===== src/rtl/alu_muldiv.sv =====
// Registered EX-stage ALU with an iterative multiply/divide unit and HI/LO registers.
// Single-cycle ops finish at the accept edge; MULT/DIV hold in_ready low for WIDTH+1 cycles.
module alu_muldiv #(
  parameter int WIDTH = 32
) (
  input  logic             clk,
  input  logic             rst,
  input  logic [WIDTH-1:0] num1,
  input  logic [WIDTH-1:0] num2,
  input  logic [3:0]       op,
  input  logic             in_valid,
  output logic             in_ready,
  output logic [WIDTH-1:0] result,
  output logic             out_valid,
  output logic             overflow,
  output logic             zero,
  output logic [WIDTH-1:0] hi,
  output logic [WIDTH-1:0] lo
);

  localparam int W  = WIDTH;
  localparam int CW = $clog2(WIDTH);

  localparam logic [3:0] OP_AND  = 4'b0000;
  localparam logic [3:0] OP_OR   = 4'b0001;
  localparam logic [3:0] OP_ADD  = 4'b0010;
  localparam logic [3:0] OP_SLTU = 4'b0011;
  localparam logic [3:0] OP_ANDN = 4'b0100;
  localparam logic [3:0] OP_ORN  = 4'b0101;
  localparam logic [3:0] OP_SUB  = 4'b0110;
  localparam logic [3:0] OP_SLT  = 4'b0111;
  localparam logic [3:0] OP_MFHI = 4'b1100;
  localparam logic [3:0] OP_MFLO = 4'b1101;

  typedef enum logic [1:0] {IDLE, BUSY, FIX} state_t;

  function automatic logic [W-1:0] abs_mag(input logic [W-1:0] v, input logic sgn);
    return (sgn && v[W-1]) ? (~v + W'(1)) : v;
  endfunction

  function automatic logic [W-1:0] neg_w(input logic [W-1:0] v);
    return ~v + W'(1);
  endfunction

  function automatic logic [2*W-1:0] neg_2w(input logic [2*W-1:0] v);
    return ~v + (2*W)'(1);
  endfunction

  // Control state (asynchronously reset)
  state_t          state_q, state_d;
  logic [CW-1:0]   cnt_q, cnt_d;
  logic            out_valid_q, out_valid_d;
  logic [W-1:0]    result_q, result_d;
  logic            overflow_q, overflow_d;
  logic            zero_q, zero_d;
  logic [W-1:0]    hi_q, hi_d;
  logic [W-1:0]    lo_q, lo_d;

  // Iteration datapath (no reset; always loaded at accept before use)
  logic [W-1:0]    acc_hi_q, acc_hi_d;
  logic [W-1:0]    acc_lo_q, acc_lo_d;
  logic [W-1:0]    mag_b_q, mag_b_d;
  logic [W-1:0]    num1_q, num1_d;
  logic            is_div_q, is_div_d;
  logic            neg_q_q, neg_q_d;
  logic            neg_r_q, neg_r_d;
  logic            div0_q, div0_d;

  logic signed [W-1:0] a_s, b_s;
  logic [W-1:0]    add_w, sub_w;
  logic            add_ovf, sub_ovf;
  logic            accept, is_muldiv, op_signed;
  logic            a_neg, b_neg;

  assign a_s       = num1;
  assign b_s       = num2;
  assign add_w     = num1 + num2;
  assign sub_w     = num1 - num2;
  assign add_ovf   = (num1[W-1] == num2[W-1]) && (add_w[W-1] != num1[W-1]);
  assign sub_ovf   = (num1[W-1] != num2[W-1]) && (sub_w[W-1] != num1[W-1]);
  assign accept    = in_valid && (state_q == IDLE);
  assign is_muldiv = (op[3:2] == 2'b10);
  assign op_signed = ~op[0];
  assign a_neg     = op_signed && num1[W-1];
  assign b_neg     = op_signed && num2[W-1];

  // One shift-add or restoring-divide step per BUSY cycle
  logic [W:0]      mul_sum, div_sh, div_diff;
  logic            div_ge;

  assign mul_sum  = {1'b0, acc_hi_q} + (acc_lo_q[0] ? {1'b0, mag_b_q} : {(W+1){1'b0}});
  assign div_sh   = {acc_hi_q, acc_lo_q[W-1]};
  assign div_diff = div_sh - {1'b0, mag_b_q};
  assign div_ge   = (div_sh >= {1'b0, mag_b_q});

  logic [2*W-1:0]  prod_fix;
  logic [W-1:0]    quo_fix, rem_fix;

  assign prod_fix = neg_q_q ? neg_2w({acc_hi_q, acc_lo_q}) : {acc_hi_q, acc_lo_q};
  assign quo_fix  = div0_q ? {W{1'b1}} : (neg_q_q ? neg_w(acc_lo_q) : acc_lo_q);
  assign rem_fix  = div0_q ? num1_q    : (neg_r_q ? neg_w(acc_hi_q) : acc_hi_q);

  always_comb begin
    state_d     = state_q;
    cnt_d       = cnt_q;
    out_valid_d = 1'b0;
    result_d    = result_q;
    overflow_d  = overflow_q;
    zero_d      = zero_q;
    hi_d        = hi_q;
    lo_d        = lo_q;
    acc_hi_d    = acc_hi_q;
    acc_lo_d    = acc_lo_q;
    mag_b_d     = mag_b_q;
    num1_d      = num1_q;
    is_div_d    = is_div_q;
    neg_q_d     = neg_q_q;
    neg_r_d     = neg_r_q;
    div0_d      = div0_q;

    unique case (state_q)
      IDLE: begin
        if (accept) begin
          if (is_muldiv) begin
            state_d  = BUSY;
            cnt_d    = '0;
            is_div_d = op[1];
            neg_q_d  = a_neg ^ b_neg;
            neg_r_d  = a_neg;
            div0_d   = (num2 == '0);
            num1_d   = num1;
            acc_hi_d = '0;
            // Divide shifts the dividend through acc_lo; multiply shifts the multiplier
            acc_lo_d = op[1] ? abs_mag(num1, op_signed) : abs_mag(num2, op_signed);
            mag_b_d  = op[1] ? abs_mag(num2, op_signed) : abs_mag(num1, op_signed);
          end else begin
            out_valid_d = 1'b1;
            overflow_d  = 1'b0;
            unique case (op)
              OP_AND:  result_d = num1 & num2;
              OP_OR:   result_d = num1 | num2;
              OP_ADD:  begin result_d = add_w; overflow_d = add_ovf; end
              OP_SLTU: result_d = {{(W-1){1'b0}}, (num1 < num2)};
              OP_ANDN: result_d = num1 & ~num2;
              OP_ORN:  result_d = num1 | ~num2;
              OP_SUB:  begin result_d = sub_w; overflow_d = sub_ovf; end
              OP_SLT:  result_d = {{(W-1){1'b0}}, (a_s < b_s)};
              OP_MFHI: result_d = hi_q;
              OP_MFLO: result_d = lo_q;
              default: result_d = '0;
            endcase
            zero_d = (result_d == '0);
          end
        end
      end
      BUSY: begin
        cnt_d = cnt_q + CW'(1);
        if (is_div_q) begin
          acc_hi_d = div_ge ? div_diff[W-1:0] : div_sh[W-1:0];
          acc_lo_d = {acc_lo_q[W-2:0], div_ge};
        end else begin
          acc_hi_d = mul_sum[W:1];
          acc_lo_d = {mul_sum[0], acc_lo_q[W-1:1]};
        end
        if (cnt_q == CW'(W-1)) state_d = FIX;
      end
      FIX: begin
        state_d     = IDLE;
        out_valid_d = 1'b1;
        overflow_d  = 1'b0;
        hi_d        = is_div_q ? rem_fix : prod_fix[2*W-1:W];
        lo_d        = is_div_q ? quo_fix : prod_fix[W-1:0];
        result_d    = lo_d;
        zero_d      = (lo_d == '0);
      end
      default: state_d = IDLE;
    endcase
  end

  always_ff @(posedge clk or posedge rst) begin
    if (rst) begin
      state_q     <= IDLE;
      cnt_q       <= '0;
      out_valid_q <= 1'b0;
      result_q    <= '0;
      overflow_q  <= 1'b0;
      zero_q      <= 1'b0;
      hi_q        <= '0;
      lo_q        <= '0;
    end else begin
      state_q     <= state_d;
      cnt_q       <= cnt_d;
      out_valid_q <= out_valid_d;
      result_q    <= result_d;
      overflow_q  <= overflow_d;
      zero_q      <= zero_d;
      hi_q        <= hi_d;
      lo_q        <= lo_d;
    end
  end

  always_ff @(posedge clk) begin
    acc_hi_q <= acc_hi_d;
    acc_lo_q <= acc_lo_d;
    mag_b_q  <= mag_b_d;
    num1_q   <= num1_d;
    is_div_q <= is_div_d;
    neg_q_q  <= neg_q_d;
    neg_r_q  <= neg_r_d;
    div0_q   <= div0_d;
  end

  assign in_ready  = (state_q == IDLE);
  assign result    = result_q;
  assign out_valid = out_valid_q;
  assign overflow  = overflow_q;
  assign zero      = zero_q;
  assign hi        = hi_q;
  assign lo        = lo_q;

endmodule


===== config.mk =====
export PLATFORM = sky130hd
export DESIGN_NAME = alu_muldiv
export DESIGN_NICKNAME = d
export VERILOG_FILES = /design/src/rtl/alu_muldiv.sv
export SDC_FILE = /design/constraint.sdc
export NUM_CORES = 1
export LEC_CHECK = 0
export ABC_CLOCK_PERIOD_IN_PS = 3910
export BUFFER_PORTS_ARGS = -buffer_cell sky130_fd_sc_hd__buf_2
export CORE_ASPECT_RATIO = 0.7
export CORE_UTILIZATION = 43
export CTS_CLUSTER_DIAMETER = 60
export DETAILED_ROUTE_END_ITERATION = 12
export PLACE_DENSITY = 0.67
export SYNTH_ARGS = -nofsm -noshare
export SYNTH_HDL_FRONTEND = slang
export SYNTH_SLANG_ARGS = --single-unit

===== constraint.sdc =====
create_clock -name clk -period 3.91 [get_ports clk]
set_input_delay 0 -clock clk [delete_from_list [all_inputs] [get_ports clk]]
set_output_delay 0 -clock clk [all_outputs]
set_load 0.005 [all_outputs]

==> flow_metrics.py <==
metrics = {
    "grt": {
        "grt_pass1_vias": 22300,
        "grt_max_degree": 160,
        "antenna_found_initial": 3,
        "gr-total-overflow": 0,
        "grt_pass1_wl_um": 146000,
        "track_usage_pct": 36.3,
    },
    "yosys": {
        "netlist_area_sq_mm": 0.0225,
        "synthAdderAreaFrac_pct": 7.84,
        "yosysWarningCount": 0,
        "ys_ff_latch": 238,
        "synth_nets": 3029,
        "synthTopCellsByCount": "nand2_1, nor2_1, a21oi_1",
        "synth-xor-area-share_pct": 9.65,
        "muxShareOfSynthArea_pct": 4.52,
        "ys_seq_area_share_pct": 29.4,
        "synth.top_cell.area_share_pct": 17.6,
        "synth-simple-area-share_pct": 18.1,
        "synth_largest_area_cell": "edfxtp_1",
        "synthArstFlopShare_pct": 44.5,
        "synth_cell_types": 84,
        "synth-main-ff-cell": "edfxtp_1",
        "synth_edf_count": 132,
        "syn_area_per_cell_sq_um": 7.98,
        "syn_inst": 2821,
        "synth_compound_area_share_pct": 25.2,
        "synth_top_family_by_area": "compound AO/OA/AOI/OAI gates",
        "synth.most_common_cell": "nand2_1",
        "synth.area.top_cells": "edfxtp_1, dfrtp_1, ha_1",
    },
    "final_layout": {
        "regArea_sq_mm": 0.00662,
        "drive_above_1_share_pct": 17.0,
        "num_antenna_cells": 0,
        "fillers": 4878,
        "areaGrowthSynthToFinish_pct": 19.7,
        "multiInputGateArea_sq_mm": 0.0149,
        "nNetsFinal": 3331,
        "final_cells": 3817,
    },
    "floorplan": {
        "die_w_um": 275,
        "core_sq_mm": 0.0512,
        "dieHeight_um": 193,
        "ioPinCount": 171,
        "row_count": 69,
        "start_util_pct": 44.0,
        "dieArea_sq_mm": 0.0533,
    },
    "cts": {
        "path_clk_slew_ns": 0.07,
        "cts_tree": "yes",
        "htree_levels": 1,
        "root_buffer": "clkbuf_16",
        "clk_path_buf_depth": 3,
        "clock_sinks": 238,
        "clk_latency_ns": 0.58,
        "cts_buffers": 26,
    },
    "detailed_routing": {
        "wl_per_cell_um": 26.1,
        "wl_met2_um": 40000,
        "wl_met3_um": 13000,
        "drtIter0Drc": 3320,
        "via_per_inst": 6.34,
        "met1_length_um": 44000,
        "routed_wirelength_um": 99500,
        "ant_nets": 0,
        "vias": 24200,
        "drc": 0,
        "top_layer_used": "met5",
        "dr.pass1.iters": 6,
    },
    "sta": {
        "worstMarginPinSlew_ns": 1.22,
        "fmax_mhz": 263,
        "hold_slack_ns": 0.0533,
        "rsz0062_at_grt": "true",
        "slew_headroom_pct": 18.4,
        "tns_ns": 0,
        "finalSetupViolCount": 0,
        "slew_violations": 0,
        "fin_crit_sh_pct": 97.3,
        "worst_slack_ns": 0.104,
        "fin_crit_ns": 3.81,
        "fin_skew_ns": 0.0381,
        "hold_viol": 0,
    },
    "power": {
        "powerDensity_mw_per_mm2": 623,
        "leakage_nw": 12.0,
        "vdd_drop_max_v": 0.000328,
        "power_w": 0.0168,
    },
    "worst_hold_path": {
        "hold_start": "num2[26]",
        "hold_depth": 3,
        "hold_path_class": "in -> reg",
    },
    "setup_path": {
        "r2r_cells": 14,
        "crit_top_cell": "or3_4",
        "required_ns": 4.35,
        "critPathLaunch": "acc_hi_q[0]$_SDFFCE_PN0P_",
        "worstPathArrival_ns": 4.24,
        "critPathLaunchType": "register",
        "cp-end-kind": "register",
        "worstReg2RegStart": "acc_hi_q[0]$_SDFFCE_PN0P_",
        "crit_family": "simple AND/OR/NAND/NOR gates",
        "cp_slowest_stage_delay_ns": 0.47,
        "critPathMaxFanout": 5,
        "cp_num_cells": 14,
        "worstPathCellList": "inv_1 -> ha_1 -> or3b_4 -> or3_4 -> or3_4 -> or3_4 -> or4_4 -> or4_4 -> nand2_2 -> xnor2_1 -> mux2i_1 -> nand2_1 -> o21ai_2 -> o21ai_2",
        "crit_path_top_delay_cell": "edfxtp_1",
        "path_buf_inv": 1,
        "crit_type": "reg -> reg",
    },
    "place": {
        "dpl.hpwl_um": 78700,
        "preCtsSetupSlack_ns": -0.315,
        "dp_cells": 3725,
        "gp_congestion": 1.05,
        "io_buffers": 170,
    },
    "run_status": {
        "status": "finished clean",
    },
    "flow_run": {
        "max_cap_viol_count": 0,
    },
}
[metal layers]
metal	vias to the layer above	track usage [%]
met3	164	10.0
met1	11600	54.9
met4	4	7.61
met2	1550	50.7
li1	10800	-
met5	-	0
[power by group]
| group | internal [W] | switching (W) |
|---|---|---|
| registers | 0.00363 | 0.00112 |
| clock network | 0.00148 | 0.00117 |
| logic | 0.00399 | 0.00539 |
| total | 0.00910 | 0.00768 |
[cells by family after synthesis]
group / count (synthesis)
DFF: 238
and+or+nand+nor: 874
xor gates and xnor gates: 248
AOI/OAI and AO/OA: 907
muxes: 101
buffers and inverters: 314
adders and majority gates: 139
[final cells by class]
cell class,count,area share [%]
well taps,674,3.13
repair buffers,452,11.7
inverters,136,1.90
multi-input cells,2269,55.3
clock inverters,15,0.497
clock buffers,33,2.86
flip-flops and latches,238,24.6
[registers in the layout (all words and copies together), names as in the netlist, 2 cells and up]
name,count
acc_hi_q,32
acc_lo_q,32
cnt_q,5
hi,32
lo,32
mag_b_q,32
num1_q,32
result,32
state_q,2
[through the flow]
stage	util, %	instance area (sq um)
global route	52.6	26900
CTS	52.2	26700
finish	52.6	26900
floorplan	-	22500
detailed placement	49.7	25400
global placement	49.7	25400
[path summary, 6_finish.rpt]
| path | to | slack, ns |
|---|---|---|
| min in group asynchronous | result[17]$_DFFE_PP0P_ | 0.57 |
| min reg2reg | result[22]$_DFFE_PP0P_ | 0.49 |
| max | hi[30]$_DFFE_PP0P_ | 0.10 |
| max in group asynchronous | hi[3]$_DFFE_PP0P_ | 2.37 |
| max reg2reg | hi[30]$_DFFE_PP0P_ | 0.10 |
| min | div0_q$_DFFE_PP_ | 0.05 |
[timing repair]
item / 4_1_cts / 5_1_grt
pin swaps: 0 / 11
gates cloned: 0 / 0
hold buffers: 39 / 0
hold endpoints to repair: 109 / 0
buffers inserted: 0 / 5
resized for setup: 5 / 42
setup endpoints to repair: 7 / 46
[placed cells by master (no fill, tap or decap), types with 12 or more instances in the layout]
cell and n:
a211oi_1 20, a21o_1 65, a21oi_1 255, a221o_1 15
a221oi_1 16, a22oi_1 19, a311oi_1 12, a31oi_1 40
and3_1 22, buf_2 169, buf_4 237, clkbuf_16 29
dfrtp_1 106, dlygate4sd3_1 39, edfxtp_1 132, ha_1 133
inv_1 132, mux2i_1 96, nand2_1 283, nand2b_1 33
nand3_1 51, nand4_1 17, nor2_1 259, nor2b_1 28
nor3_1 43, nor4_1 35, o211ai_1 42, o21a_1 12
o21ai_0 239, o21bai_1 15, o22ai_1 24, o31ai_1 28
o41ai_1 12, or3_1 26, or4_1 14, xnor2_1 185
xor2_1 62
[worst reg2reg max path, cell delays in order (launching register included)]
cell	delay (ns)
edfxtp_1	0.47
inv_1	0.13
ha_1	0.16
or3b_4	0.39
or3_4	0.35
or3_4	0.37
or3_4	0.36
or4_4	0.47
or4_4	0.44
nand2_2	0.09
xnor2_1	0.08
mux2i_1	0.13
nand2_1	0.08
o21ai_2	0.10
o21ai_2	0.06
Note: power is estimated with default switching activity, not from simulation.
